[config.mk]
export PLATFORM = sky130hd
export DESIGN_NAME = axis_pkt_rr_arbiter_flat
export DESIGN_NICKNAME = d
export VERILOG_FILES = /design/src/rtl/axis_pkt_rr_arbiter_if.sv /design/src/rtl/axis_pkt_rr_arbiter.sv /design/src/flat_wrapper.sv
export SDC_FILE = /design/constraint.sdc
export NUM_CORES = 1
export LEC_CHECK = 0
export BUFFER_PORTS_ARGS = -buffer_cell sky130_fd_sc_hd__buf_2
export CAP_MARGIN = 30
export CORE_AREA = 4 4 195 197
export DETAILED_ROUTE_END_ITERATION = 6
export DIE_AREA = 0 0 199 201
export PLACE_DENSITY = 0.66
export SYNTH_ARGS = -nofsm -noshare
export SYNTH_HDL_FRONTEND = slang
export SYNTH_SLANG_ARGS = --single-unit
[constraint.sdc]
create_clock -name tx_axis_uclk -period 20.1 [get_ports tx_axis_uclk]
set_input_delay 2.01 -clock tx_axis_uclk [delete_from_list [all_inputs] [get_ports tx_axis_uclk]]
set_output_delay 2.01 -clock tx_axis_uclk [all_outputs]
set_load 0.1 [all_outputs]
[src/rtl/axis_pkt_rr_arbiter_if.sv]
// AXI-Stream bundle for the packet arbiter: N request streams in, one merged stream out.
// A beat moves on any stream in a cycle where its tvalid and tready are both high at the rising clock edge.
interface axis_pkt_rr_arbiter_if #(
  parameter int N  = 4,
  parameter int DW = 64
);
  localparam int KW = DW / 8;

  logic [N-1:0]    rx_axis_tvalid;
  logic [N-1:0]    rx_axis_tready;
  logic [N*DW-1:0] rx_axis_tdata;
  logic [N*KW-1:0] rx_axis_tkeep;
  logic [N-1:0]    rx_axis_tlast;

  logic            tx_axis_tvalid;
  logic            tx_axis_tready;
  logic [DW-1:0]   tx_axis_tdata;
  logic [KW-1:0]   tx_axis_tkeep;
  logic            tx_axis_tlast;

  // The arbiter takes the slave view; the surrounding environment takes the master view.
  modport slave (
    input  rx_axis_tvalid, rx_axis_tdata, rx_axis_tkeep, rx_axis_tlast, tx_axis_tready,
    output rx_axis_tready, tx_axis_tvalid, tx_axis_tdata, tx_axis_tkeep, tx_axis_tlast
  );

  modport master (
    output rx_axis_tvalid, rx_axis_tdata, rx_axis_tkeep, rx_axis_tlast, tx_axis_tready,
    input  rx_axis_tready, tx_axis_tvalid, tx_axis_tdata, tx_axis_tkeep, tx_axis_tlast
  );
endinterface

[src/rtl/axis_pkt_rr_arbiter.sv]
// Packet-locked round-robin arbiter merging 4 AXI-Stream ports into one registered output stream,
// with per-port forwarded-packet counters. Busy mirrors the FSM state register directly.
module axis_pkt_rr_arbiter #(
  parameter int N  = 4,
  parameter int DW = 64
) (
  input  logic                 tx_axis_uclk,
  input  logic                 Rst,
  axis_pkt_rr_arbiter_if.slave bus,
  input  logic [N-1:0]         PortEn,
  input  logic                 CntClr,
  output logic [1:0]           GntId,
  output logic                 Busy,
  output logic [N*32-1:0]      TxPkg_Cnt
);
  localparam int KW = DW / 8;

  typedef enum logic {IDLE = 1'b0, BUSY = 1'b1} state_e;

  state_e        state_q, state_d;
  logic [1:0]    gnt_q, gnt_d;
  logic [1:0]    last_q, last_d;
  logic [1:0]    pick, idx;
  logic [1:0]    tx_port_q;
  logic [N-1:0]  req;
  logic [N-1:0]  rdy_vec;
  logic          out_free;
  logic          accept;
  logic          pkt_done;
  logic [DW-1:0] sel_data;
  logic [KW-1:0] sel_keep;
  logic          sel_last;

  logic          tx_valid_q;
  logic          tx_last_q;
  logic [DW-1:0] tx_data_q;
  logic [KW-1:0] tx_keep_q;
  logic [31:0]   cnt_q [N];

  assign req      = bus.rx_axis_tvalid & PortEn;
  assign out_free = ~tx_valid_q | bus.tx_axis_tready;
  assign sel_data = bus.rx_axis_tdata[int'(gnt_q)*DW +: DW];
  assign sel_keep = bus.rx_axis_tkeep[int'(gnt_q)*KW +: KW];
  assign sel_last = bus.rx_axis_tlast[gnt_q];
  assign accept   = (state_q == BUSY) & bus.rx_axis_tvalid[gnt_q] & out_free;
  assign pkt_done = tx_valid_q & bus.tx_axis_tready & tx_last_q;

  // Walk downward so the port nearest after last_q wins; k == N lands on last_q itself.
  always_comb begin
    pick = last_q;
    idx  = '0;
    for (int k = N; k >= 1; k--) begin
      idx = last_q + 2'(k);
      if (req[idx]) pick = idx;
    end
  end

  always_comb begin
    state_d = state_q;
    gnt_d   = gnt_q;
    last_d  = last_q;
    rdy_vec = '0;
    case (state_q)
      IDLE: begin
        if (|req) begin
          gnt_d   = pick;
          state_d = BUSY;
        end
      end
      BUSY: begin
        rdy_vec[gnt_q] = out_free;
        if (accept && sel_last) begin
          last_d  = gnt_q;
          state_d = IDLE;
        end
      end
    endcase
  end

  always_ff @(posedge tx_axis_uclk or posedge Rst) begin
    if (Rst) begin
      state_q    <= IDLE;
      gnt_q      <= 2'd0;
      last_q     <= 2'd3;
      tx_valid_q <= 1'b0;
      tx_last_q  <= 1'b0;
      tx_data_q  <= '0;
      tx_keep_q  <= '0;
      tx_port_q  <= 2'd0;
    end else begin
      state_q <= state_d;
      gnt_q   <= gnt_d;
      last_q  <= last_d;
      if (accept) begin
        tx_valid_q <= 1'b1;
        tx_data_q  <= sel_data;
        tx_keep_q  <= sel_keep;
        tx_last_q  <= sel_last;
        tx_port_q  <= gnt_q;
      end else if (bus.tx_axis_tready) begin
        tx_valid_q <= 1'b0;
      end
    end
  end

  // Credit the port that owns the beat on the output, which can lag gnt_q by one packet.
  always_ff @(posedge tx_axis_uclk or posedge Rst) begin
    if (Rst) begin
      for (int i = 0; i < N; i++) cnt_q[i] <= '0;
    end else if (CntClr) begin
      for (int i = 0; i < N; i++) cnt_q[i] <= '0;
    end else if (pkt_done) begin
      cnt_q[tx_port_q] <= cnt_q[tx_port_q] + 32'd1;
    end
  end

  always_comb begin
    TxPkg_Cnt = '0;
    for (int i = 0; i < N; i++) TxPkg_Cnt[i*32 +: 32] = cnt_q[i];
  end

  assign bus.rx_axis_tready = rdy_vec;
  assign bus.tx_axis_tvalid = tx_valid_q;
  assign bus.tx_axis_tdata  = tx_data_q;
  assign bus.tx_axis_tkeep  = tx_keep_q;
  assign bus.tx_axis_tlast  = tx_last_q;
  assign GntId              = gnt_q;
  assign Busy               = (state_q == BUSY);
endmodule

[src/flat_wrapper.sv]
// flat-port wrapper written by rule: the top's interface ports become plain ports
module axis_pkt_rr_arbiter_flat 
#(
  parameter int N  = 4,
  parameter int DW = 64
)
  (tx_axis_uclk, Rst, PortEn, CntClr, GntId, Busy, TxPkg_Cnt, bus_rx_axis_tvalid, bus_rx_axis_tdata, bus_rx_axis_tkeep, bus_rx_axis_tlast, bus_tx_axis_tready, bus_rx_axis_tready, bus_tx_axis_tvalid, bus_tx_axis_tdata, bus_tx_axis_tkeep, bus_tx_axis_tlast);
  axis_pkt_rr_arbiter_if #(.N(N), .DW(DW)) bus_i ();
  input  logic tx_axis_uclk;
  input  logic Rst;
  input  logic [N-1:0] PortEn;
  input  logic CntClr;
  output logic [1:0] GntId;
  output logic Busy;
  output logic [N*32-1:0] TxPkg_Cnt;
  input wire logic [$bits(bus_i.rx_axis_tvalid)-1:0] bus_rx_axis_tvalid;
  input wire logic [$bits(bus_i.rx_axis_tdata)-1:0] bus_rx_axis_tdata;
  input wire logic [$bits(bus_i.rx_axis_tkeep)-1:0] bus_rx_axis_tkeep;
  input wire logic [$bits(bus_i.rx_axis_tlast)-1:0] bus_rx_axis_tlast;
  input wire logic [$bits(bus_i.tx_axis_tready)-1:0] bus_tx_axis_tready;
  output wire logic [$bits(bus_i.rx_axis_tready)-1:0] bus_rx_axis_tready;
  output wire logic [$bits(bus_i.tx_axis_tvalid)-1:0] bus_tx_axis_tvalid;
  output wire logic [$bits(bus_i.tx_axis_tdata)-1:0] bus_tx_axis_tdata;
  output wire logic [$bits(bus_i.tx_axis_tkeep)-1:0] bus_tx_axis_tkeep;
  output wire logic [$bits(bus_i.tx_axis_tlast)-1:0] bus_tx_axis_tlast;
  assign bus_i.rx_axis_tvalid = bus_rx_axis_tvalid;
  assign bus_i.rx_axis_tdata = bus_rx_axis_tdata;
  assign bus_i.rx_axis_tkeep = bus_rx_axis_tkeep;
  assign bus_i.rx_axis_tlast = bus_rx_axis_tlast;
  assign bus_i.tx_axis_tready = bus_tx_axis_tready;
  assign bus_rx_axis_tready = bus_i.rx_axis_tready;
  assign bus_tx_axis_tvalid = bus_i.tx_axis_tvalid;
  assign bus_tx_axis_tdata = bus_i.tx_axis_tdata;
  assign bus_tx_axis_tkeep = bus_i.tx_axis_tkeep;
  assign bus_tx_axis_tlast = bus_i.tx_axis_tlast;
  axis_pkt_rr_arbiter #(.N(N), .DW(DW)) u_core (.tx_axis_uclk(tx_axis_uclk), .Rst(Rst), .bus(bus_i), .PortEn(PortEn), .CntClr(CntClr), .GntId(GntId), .Busy(Busy), .TxPkg_Cnt(TxPkg_Cnt));
endmodule
**Yosys cells after proc, flatten, opt, wreduce, memory -nomap -nowiden**

Cells that the tools add are included.
Widths: inputs -> output; s select.

- Bits in registers: 209
- Memory bits (read-only): 0
- Bits of input ports: 304
- Memories: 0
- Bits in latches: 0
- Memory bits (writable): 0

- Shift-type cells: 2
- Bitwise gates (word level): 10
- Reduce and logical (&&, ||, !) cells: 8
- Multipliers: 0
- Magnitude comparators: 7
- Div/mod/pow operators: 0
- Equal/unequal tests: 0
- Add/subtract/negate cells: 4
- Multiplexer cells: 29

Operator list:

| kind | number |
|---|---|
| $mux 128 | 2 |
| $shiftx 256x9->64 | 1 |
| $bwmux 128 | 1 |
| $mux 32 | 3 |
| $bmux 32 s2 | 1 |
| $demux 32 s2 | 1 |
| $add 32x1->32 const B | 1 |
| $shiftx 32x6->8 | 1 |
| $lt 2x3->1 const B | 4 |
| $bmux 1 s2 | 5 |
| $mux 1 | 10 |
| $and 4x4->4 | 2 |
| $mux 2 | 3 |
| $add 2x2->2 const B | 2 |
| $and 1x1->1 | 4 |
| $mux 4 | 1 |
| $reduce_and 2->1 | 2 |
| $reduce_bool 2->1 | 2 |
| $reduce_or 4->1 | 1 |
| $ge 3x3->1 const B | 1 |
| $logic_and 1x1->1 | 3 |
| $lt 3x1->1 const B | 1 |
| $not 2->3 | 1 |
| $add 2x1->2 const B | 1 |
| other kinds (5) | 6 |

**Depth between registers and ports, before layout**

Gate-level depths: netlist of the first run.

- Depth after elaboration: 8
- Depth in mapped cells: 11
- Mapped depth without buffers: 6

**Worst setup path after synthesis of the first run**

OpenSTA, ideal clock, no wires.

- Path kind: input port to output port
- From: input bus_tx_axis_tready
- To: output bus_rx_axis_tready[2]
- Path buffers: 0
- Stages: 3
- Arrival: 4.477 ns
- Path slack: 13.613 ns
- Required time: 18.090 ns
- Path through: nand2b_1 -> nand2_1 -> nor3b_1

- Word-level cells in the longest chain between the ends: 3

Ends and longest elaborated chain:

| item | line | text |
|---|---|---|
| start: declaration | flat_wrapper.sv:20 | `input wire logic [$bits(bus_i.tx_axis_tready)-1:0] bus_tx_axis_tready;` |
| $or 1x1->1 | axis_pkt_rr_arbiter.sv:41 | `assign out_free = ~tx_valid_q \| bus.tx_axis_tready;` |
| $and 4x4->4 (no source line) | n/a |  |
| $mux 4 | axis_pkt_rr_arbiter.sv:63 | `case (state_q)` |
| end: declaration | flat_wrapper.sv:21 | `output wire logic [$bits(bus_i.rx_axis_tready)-1:0] bus_rx_axis_tready;` |

No other way between the ends.

**Worst setup path in the final report of the first run**

- From: input bus_tx_axis_tready
- To: output bus_rx_axis_tready[1]

The elaborated chain is that of the path after synthesis.

==> impl_metrics.tcl, run 1 <==
set metrics [dict create \
    num_vias 10500 \
    seq_area_sq_um 5240 \
    tightest_slew_ps 898 \
    syn_area_sq_um 11700 \
    routedWlPerCell_microns 24.1 \
    status "complete, no violations" \
    die-area_sq_um 40000 \
    row_count 70 \
    initial_utilization_pct 32.2 \
    drt_wl_total_mm 46.2 \
    p_clk_share_pct 16.8 \
    cts_resized 0 \
    antenna_found_initial 25 \
    post-route-period-util_pct 25.9 \
    crit_arrival_ps 3200 \
    fmax_mhz 192 \
    grt_start_max_net_pins 131 \
    final.setup.worst_slack_ps 14890 \
    gr-usage-all-layers_pct 22.2 \
    cp_max_fo 4 \
    r2r_cells 7 \
    synth_edf_count 0 \
    power_w 0.00265 \
    grt_first_pass_wirelength_mm 68.8 \
    final_nets 1729 \
    place_congestion 0.988 \
    grt.overflow.total 0 \
    drive_above_1_share_pct 53.0 \
    path_clk_slew_ps 50 \
    worstSkewPairLatency_ps 520 \
    endpoint_kind "output port" \
    clk_path_buf_depth 3 \
    rsz0062_at_grt "no" \
    routed_via_density 5.50 \
    place_worst_setup_slack_ps 14920 \
    numPortBuffers 512 \
    core_area_sq_um 36300 \
    async_reset_ff_share_pct 100 \
    cap_violations 0 \
    first_pass_iters 5 \
    syn-num-nets 1263 \
    switching_power_w 0.00143 \
    p_leak_nw 7.02 \
    postCtsHoldBufs 0 \
    synth_ff_type "dfrtp_1" \
    crit_required_ps 18090 \
    cts_tree "built" \
    avgSynthCellArea_sq_um 12.2 \
    clock_skew_ps 14.1 \
    multi_input_area_sq_um 6100 \
    min_period_ps 5210 \
    cts-root-buf "clkbuf_16" \
    netlist_instances 958 \
    drt.antenna.violating_nets 0 \
    setup_violations 0 \
    fill_cells 3480 \
    switching_share_pct 54.0 \
    htree_levels 1 \
    die_y_microns 201 \
    cts.sinks 209 \
    critPathKind "in2out" \
    numCtsBuffers 25 \
    ys_seq_area_share_pct 44.8 \
    io_pins 513 \
    finalHoldViolCount 0 \
    drc 0 \
    pwr-share-seq_pct 23.7 \
    hold_class "reg2reg" \
    hold_depth 1 \
    powerDensity_nw_per_um2 171 \
    first_iter_violations 705 \
    areaGrowthSynthToFinish_pct 32.3 \
    slew_viol_final 0 \
    ys_types 53 \
    yosys_warnings 0 \
    first_global_vias 10700 \
    p_int_w 0.00122 \
    place_hpwl_mm 35.6 \
    die_w_microns 199 \
    relSlewSlack_pct 40.1 \
    tns_ps 0 \
    start_kind "input pin" \
    synth-seq-cells 209 \
    post-cts-setup-buffer-count 0 \
    peakVddDrop_mv 0.125 \
    pwr-share-comb_pct 59.5 \
]
flip-flops by register name, indices dropped and copies added (netlist names):
| name | cells |
|---|---|
| u_core.bus.tx_axis_tlast | 1 |
| u_core.TxPkg_Cnt | 128 |
| u_core.bus.tx_axis_tvalid | 1 |
| u_core.GntId | 2 |
| u_core.bus.tx_axis_tdata | 64 |
| u_core.Busy | 1 |
| u_core.last_q | 2 |
| u_core.tx_port_q | 2 |
| u_core.bus.tx_axis_tkeep | 8 |
critical path, cell delays in order:
cell and delay (ps):
buf_2 110, nand2b_1 200, and2_1 250, nand2_1 70, nor2_1 110, buf_2 430
power groups by stage:
stage               logic (W)  registers (W)  clock network (W)
floorplan            0.000554        0.00136                  0
detailed placement    0.00159       0.000636                  0
CTS                   0.00159       0.000629           0.000456
global route          0.00164       0.000646           0.000474
finish                0.00158       0.000629           0.000445
global placement      0.00157       0.000630                  0
placed cells by master, fill, tap and decap left out, types with 5 or more instances in the layout:
master and n:
clkbuf_1 6, o21bai_1 12, mux2_2 77, a311oi_1 52, diode_2 12, o21ai_0 7
nor2_1 142, a211oi_1 64, buf_2 511, and4_1 6, and3_1 7, dfrtp_1 203
clkbuf_8 5, mux4_2 103, nor3_1 31, nor4_1 10, or3_1 6, nand4_1 11
nand3_1 18, clkbuf_16 25, buf_4 13, a21oi_1 5, xnor2_1 10, nand2_1 45
through the flow:
step | hold slack [ps] | utilization [%] | cells | cell area [sq um]
after global placement | 485 | 40.3 | 1863 | 14600
after detailed placement | 488 | 40.3 | 1864 | 14600
after global routing | 504 | 42.7 | 1914 | 15500
after floorplan | 625 | - | 958 | 11700
after CTS | 501 | 42.5 | 1904 | 15400
final | 499 | 42.7 | 1917 | 15500
Yosys cell counts (2+ instances only):
master	count	area share, %
a2111o_1	4	0.39
a211oi_1	64	4.1
a21oi_1	5	0.21
a311oi_1	52	3.9
and2_1	4	0.21
and3_1	8	0.43
and4_1	6	0.45
buf_1	7	0.22
buf_2	4	0.17
buf_4	2	0.13
buf_6	3	0.29
clkbuf_1	70	2.2
dfrtp_1	207	44
dfstp_2	2	0.45
inv_1	3	0.096
mux2_2	77	7.4
mux4_1	3	0.67
mux4_2	103	20
nand2_1	46	1.5
nand3_1	18	0.77
nand4_1	11	0.59
nor2_1	143	4.6
nor3_1	32	1.4
nor3b_1	3	0.19
nor4_1	10	0.54
o21ai_0	7	0.30
o21bai_1	12	0.77
o31ai_1	4	0.26
o41ai_1	2	0.15
or2_2	4	0.21
or3_1	6	0.32
or4_4	3	0.29
or4b_1	2	0.17
xnor2_1	10	0.75
xor2_1	3	0.22
path summary, 6_finish.rpt:
path                                                 to  slack [ps]                    startpoint
max                               bus_rx_axis_tready[1]       14890            bus_tx_axis_tready
min                        u_core.bus.tx_axis_tdata[40]         500  u_core.bus.tx_axis_tdata[40]
max reg2reg                       u_core.TxPkg_Cnt[126]       16050           u_core.tx_port_q[0]
min reg2reg                u_core.bus.tx_axis_tdata[40]         500  u_core.bus.tx_axis_tdata[40]
max in group asynchronous          u_core.TxPkg_Cnt[21]       17600                           Rst
min in group asynchronous          u_core.TxPkg_Cnt[39]        1460                           Rst
area by class of cell:
cell class	instances	area share, %
sequential	209	33.9
multi-input combinational	659	39.4
clock buffer	36	4.63
tap	468	3.78
antenna	12	0.194
timing repair buffer	526	17.5
clock inverter	4	0.477
inverter	3	0.121
routing by layer:
metal	GRT usage, %	part of all wire, %
met5	0	0.32
met4	6.72	3.4
met3	4.97	8.0
met2	38.2	51
met1	27.9	37
logic make-up (layout without fill, tap and decap cells):
kind of cell / after synthesis / count (layout) / share of synthesized area (%)
simple gates: 303 / 303 / 12.2
mux: 183 / 183 / 27.9
other cells: 0 / 12 / 0
flops: 209 / 209 / 44.8
buf+inv: 90 / 569 / 3.33
xor+xnor: 13 / 13 / 0.974
compound gates: 159 / 159 / 10.7
fa+ha+maj: 1 / 1 / 0.107
No activity file was read; power rests on OpenSTA's default activity.
==> run 2: changes to the inputs <==
- CORE_AREA: 4 4 195 197 -> 4 4 197 199
- DIE_AREA: 0 0 199 201 -> 0 0 201 203
- PLACE_DENSITY: 0.66 -> 0.65
- clock period: 20.1 -> 5.3 ns (I/O delays scaled with it)
==> run 2 against run 1 <==
Compared with the run above:
- total power rose to 3.8 times the previous value
- sequential power rose to 4.0 times the previous value
- clock-buffer cell count unchanged
- via count up 1.5%
- global-route usage down 0.43 points
- critical path type is now reg2reg
- largest cell class unchanged
==> impl_metrics.tcl, run 2 (synthesis gave the netlist of run 1 again) <==
set metrics [dict create \
    seq_area_sq_um 5240 \
    setup_violations 0 \
    post-cts-setup-buffer-count 0 \
    grt.overflow.total 0 \
    drc 0 \
    routedWlPerCell_microns 24.4 \
    post-route-period-util_pct 67.7 \
    fmax_mhz 279 \
    worstSkewPairLatency_ps 530 \
    fin_area_sq_um 15500 \
    die_w_microns 201 \
    finalHoldViolCount 0 \
    rrSetupSlack_ps 1710 \
    die_y_microns 203 \
    drt.antenna.violating_nets 0 \
    status "complete, no violations" \
    finalNonFillerCells 1928 \
    placed_area_sq_um 14600 \
    clock_skew_ps 12.6 \
    grt_start_max_net_pins 131 \
    rsz0062_at_grt "no" \
    die-area_sq_um 40800 \
    tns_ps 0 \
    clk_path_buf_depth 3 \
    r2r_end "u_core.TxPkg_Cnt[124]" \
    cts_tree "built" \
    power_w 0.0101 \
    gr-usage-all-layers_pct 21.8 \
    powerDensity_nw_per_um2 650 \
    drt_wl_total_mm 47.0 \
    path_clk_slew_ps 60 \
    mostFrequentLayoutCells "buf_2, dfrtp_1, nor2_1" \
    cts-root-buf "clkbuf_16" \
    final_nets 1730 \
    peakVddDrop_mv 0.620 \
    grt_first_pass_wirelength_mm 68.9 \
    antenna_found_initial 26 \
    rr_startpoint "u_core.tx_port_q[0]" \
    largest_reg_flops 128 \
    first_global_vias 10700 \
    num_vias 10700 \
    place_congestion 0.938 \
    start_kind "flip-flop" \
    crit_arrival_ps 3940 \
    crit_required_ps 5660 \
    cap_violations 0 \
    startpoint "u_core.tx_port_q[0]" \
    fill_cells 3588 \
    areaGrowthSynthToFinish_pct 32.5 \
    numCtsBuffers 25 \
    place_hpwl_mm 36.7 \
    first_iter_violations 577 \
    endpoint_kind "flip-flop" \
    first_pass_iters 5 \
    hold_class "in2reg" \
    tightest_slew_ps 971 \
    numPortBuffers 512 \
    cts.sinks 209 \
    io_pins 513 \
    min_period_ps 3590 \
    critPathKind "reg2reg" \
    hold_path_startpoint "bus_tx_axis_tready" \
    initial_utilization_pct 31.4 \
    core_area_sq_um 37200 \
    multi_input_area_sq_um 6100 \
    row_count 71 \
    drive_above_1_share_pct 53.2 \
    p_leak_nw 7.03 \
    htree_levels 1 \
    cp_max_fo 29 \
    layout.cells.most_common "buf_2" \
    routed_via_density 5.55 \
    endpoint "u_core.TxPkg_Cnt[124]" \
    relSlewSlack_pct 35.3 \
    dpl.cell_count 1870 \
    slew_viol_final 0 \
    r2r_cells 6 \
    fin_util_pct 41.6 \
]
run 2: cell count changes in the layout (fill, tap and decap cells not counted), sizes merged:
cell	change
clkinv	+4
bufinv	-1
clkinvlp	+2
diode	-1
dlygate4sd3	+1
run 2: worst max-delay path, stage by stage, from the launching register on:
cell      delay [ps]
dfrtp_2          950
buf_4            390
mux4_2           390
and4_1           430
nand2_1          270
o41ai_1          750
a311oi_1         220
run 2: timing repair:
action / CTS / global route
gates resized for setup: 0 / 0
hold buffers: 1 / 0
endpoints found under the hold margin: 11 / 0
run 2: how the worst min path moves through the flow:
stage,endpoint,slack [ps],cells after the start
after floorplan,u_core.last_q[0],630,1
after global placement,u_core.bus.tx_axis_tdata[53],480,1
after detailed placement,u_core.bus.tx_axis_tdata[47],490,1
after CTS,u_core.bus.tx_axis_tvalid,350,3
after global routing,u_core.bus.tx_axis_tvalid,370,3
final,u_core.bus.tx_axis_tvalid,370,3
run 2: area by class of cell:
cell class,count,area share [%]
diodes,11,0.178
repair buffers,527,17.5
flip-flops and latches,209,33.8
clock inverters,9,0.517
multi-input cells,659,39.3
clock buffers,36,4.69
well taps,474,3.83
inverters,3,0.0969
run 2: report_power, final:
part           internal (W)  switching [W]  total [W]  leakage, nW
Clock              0.000999       0.000701    0.00170        0.400
Combinational       0.00158        0.00427    0.00585         3.91
Sequential          0.00203       0.000483    0.00252         2.72
Total               0.00461        0.00545     0.0101         7.03
run 2: stage by stage:
stage / hold slack [ps] / worst slack (ps)
final: 369 / 1710
after global routing: 375 / 1390
after CTS: 350 / 1720
after detailed placement: 489 / 1710
after global placement: 485 / 1890
after floorplan: 625 / 632
run 2: per-layer routing:
metal	vias to the layer above	GRT usage, %	part of all wire, %	routed length, microns
met1	5393	26.1	37	17500
met5	-	0	0.13	61
met3	88	4.74	7.3	3430
met2	509	38.7	51	24100
met4	8	7.89	3.9	1830
li1	4698	-	-	-
==> run 3: changes to the inputs <==
- CORE_AREA: 4 4 197 199 -> 4 4 200 202
- DIE_AREA: 0 0 201 203 -> 0 0 204 206
- PLACE_DENSITY: 0.65 -> 0.66
- clock period: 5.3 -> 3.25 ns (I/O delays scaled with it)
==> run 3 against run 2 <==
Compared with the run above:
- fmax rose by 16%
- register-to-register slack got worse by 1500 ps
- final area rose by 1.9%
- via count rose by 1.0%
- clock-buffer cell count fell by 5
- clock skew rose by 8.3 ps
- sequential power rose by 56%
- sequential share of layout area fell by 0.62 points
- critical endpoint is now u_core.TxPkg_Cnt[59]
- largest power group unchanged
==> impl_metrics.tcl, run 3 (synthesis gave the netlist of run 1 again) <==
set metrics [dict create \
    cp_max_fo 16 \
    core_area_sq_um 38300 \
    rr_startpoint "u_core.tx_port_q[0]" \
    io_pins 513 \
    areaGrowthSynthToFinish_pct 35.1 \
    r2r_cells 6 \
    die_y_microns 206 \
    power_w 0.0167 \
    switching_share_pct 53.9 \
    hold_path_startpoint "bus_tx_axis_tready" \
    first_pass_iters 5 \
    grt_first_pass_wirelength_mm 71.1 \
    cts.sinks 209 \
    cap_violations 0 \
    routed_via_density 5.42 \
    numPortBuffers 512 \
    fill_cells 3693 \
    hold_depth 3 \
    largest_reg_flops 128 \
    slew_viol_final 0 \
    grt_start_max_net_pins 146 \
    drc 0 \
    first_global_vias 10700 \
    routedWlPerCell_microns 25.0 \
    row_count 72 \
    clk_path_buf_depth 3 \
    clock_skew_ps 20.8 \
    layout.cells.most_common "buf_2" \
    path_clk_slew_ps 60 \
    whs_ps 232 \
    rsz0062_at_grt "no" \
    place_hpwl_mm 39.6 \
    htree_levels 1 \
    start_kind "flip-flop" \
    cts-root-buf "clkbuf_16" \
    finalHoldViolCount 0 \
    relSlewSlack_pct 34.7 \
    p_int_w 0.00770 \
    drt_wl_total_mm 49.8 \
    peakVddDrop_mv 0.860 \
    antenna_found_initial 28 \
    endpoint_kind "flip-flop" \
    post-route-period-util_pct 94.9 \
    place_congestion 0.997 \
    gr-usage-all-layers_pct 22.5 \
    drive_above_1_share_pct 54.1 \
    pwr-share-comb_pct 59.1 \
    die_w_microns 204 \
    crit_required_ps 3620 \
    drt.antenna.violating_nets 0 \
    worstSkewPairLatency_ps 530 \
    crit_arrival_ps 3450 \
    grt.overflow.total 0 \
    post-cts-setup-buffer-count 0 \
    numCtsBuffers 25 \
    mostFrequentLayoutCells "buf_2, dfrtp_1, nor2_1" \
    fmax_mhz 324 \
    num_vias 10800 \
    hold_class "in2reg" \
    fin_area_sq_um 15800 \
    switching_power_w 0.00901 \
    initial_utilization_pct 30.5 \
    placed_area_sq_um 14900 \
    status "complete, no violations" \
    tns_ps 0 \
    cts_tree "built" \
    final_nets 1747 \
    p_clk_share_pct 17.4 \
    powerDensity_nw_per_um2 1060 \
    critPathKind "reg2reg" \
    setup_violations 0 \
    tightest_slew_ps 980 \
    startpoint "u_core.tx_port_q[0]" \
    first_iter_violations 609 \
    p_leak_nw 7.15 \
    min_period_ps 3080 \
    die-area_sq_um 42000 \
    pwr-share-seq_pct 23.5 \
]
## run 3: stage by stage
stage	setup slack [ps]	utilization (%)	instances
after floorplan	-252	-	958
after global placement	158	38.8	1932
after detailed placement	34.5	38.8	1932
after CTS	18.9	41.1	1978
after global routing	14.5	41.2	1989
final	166	41.2	1993
## run 3: final cells by class
cell class / instances / area, sq um / share of cell area, %
Tap cell: 518 / 648 / 4.10
Inverter: 3 / 15.0 / 0.0951
Antenna cell: 15 / 37.5 / 0.238
Sequential cell: 209 / 5250 / 33.2
Clock inverter: 14 / 169 / 1.07
Timing Repair Buffer: 544 / 2870 / 18.2
Multi-Input combinational cell: 659 / 6110 / 38.7
Clock buffer: 31 / 688 / 4.36
## run 3: final timing paths
| kind | to | slack, ps |
|---|---|---|
| hold / removal | u_core.bus.tx_axis_tvalid | 230 |
| max in group asynchronous | u_core.tx_port_q[0] | 1860 |
| min in group asynchronous | u_core.bus.tx_axis_tdata[8] | 250 |
| setup reg to reg | u_core.TxPkg_Cnt[59] | 170 |
| setup / recovery | u_core.TxPkg_Cnt[59] | 170 |
| hold reg to reg | u_core.bus.tx_axis_tdata[25] | 500 |
## run 3: worst max-delay path, cell delays in order, from the launching register on
cell and delay [ps]:
dfrtp_4 610, mux4_1 510, nand4_4 180, or4_4 690, buf_4 240, o31ai_1 490
a311oi_1 180
## run 3: timing repair
| action | CTS | global route |
|---|---|---|
| hold endpoints to repair | 3 | 0 |
| hold buffers | 1 | 0 |
| setup endpoints to repair | 0 | 40 |
| resized for setup | 0 | 3 |
## run 3: power groups by stage
stage | logic (W) | clock network (W) | registers [W]
2_1_floorplan | 0.00343 | 0 | 0.00843
3_3_place_gp | 0.00982 | 0 | 0.00394
3_5_place_dp | 0.00991 | 0 | 0.00396
4_1_cts | 0.00992 | 0.00298 | 0.00392
5_1_grt | 0.0102 | 0.00308 | 0.00402
6_report | 0.00987 | 0.00291 | 0.00392
## run 3: per-layer routing
metal / share of wire, % / wire length (microns) / GRT usage (%) / vias to the layer above
li1: - / - / - / 4733
met1: 37 / 18400 / 27.4 / 5389
met2: 50 / 25100 / 39.3 / 565
met3: 7.6 / 3800 / 4.52 / 110
met4: 4.8 / 2390 / 8.97 / 8
met5: 0.12 / 62 / 0 / -
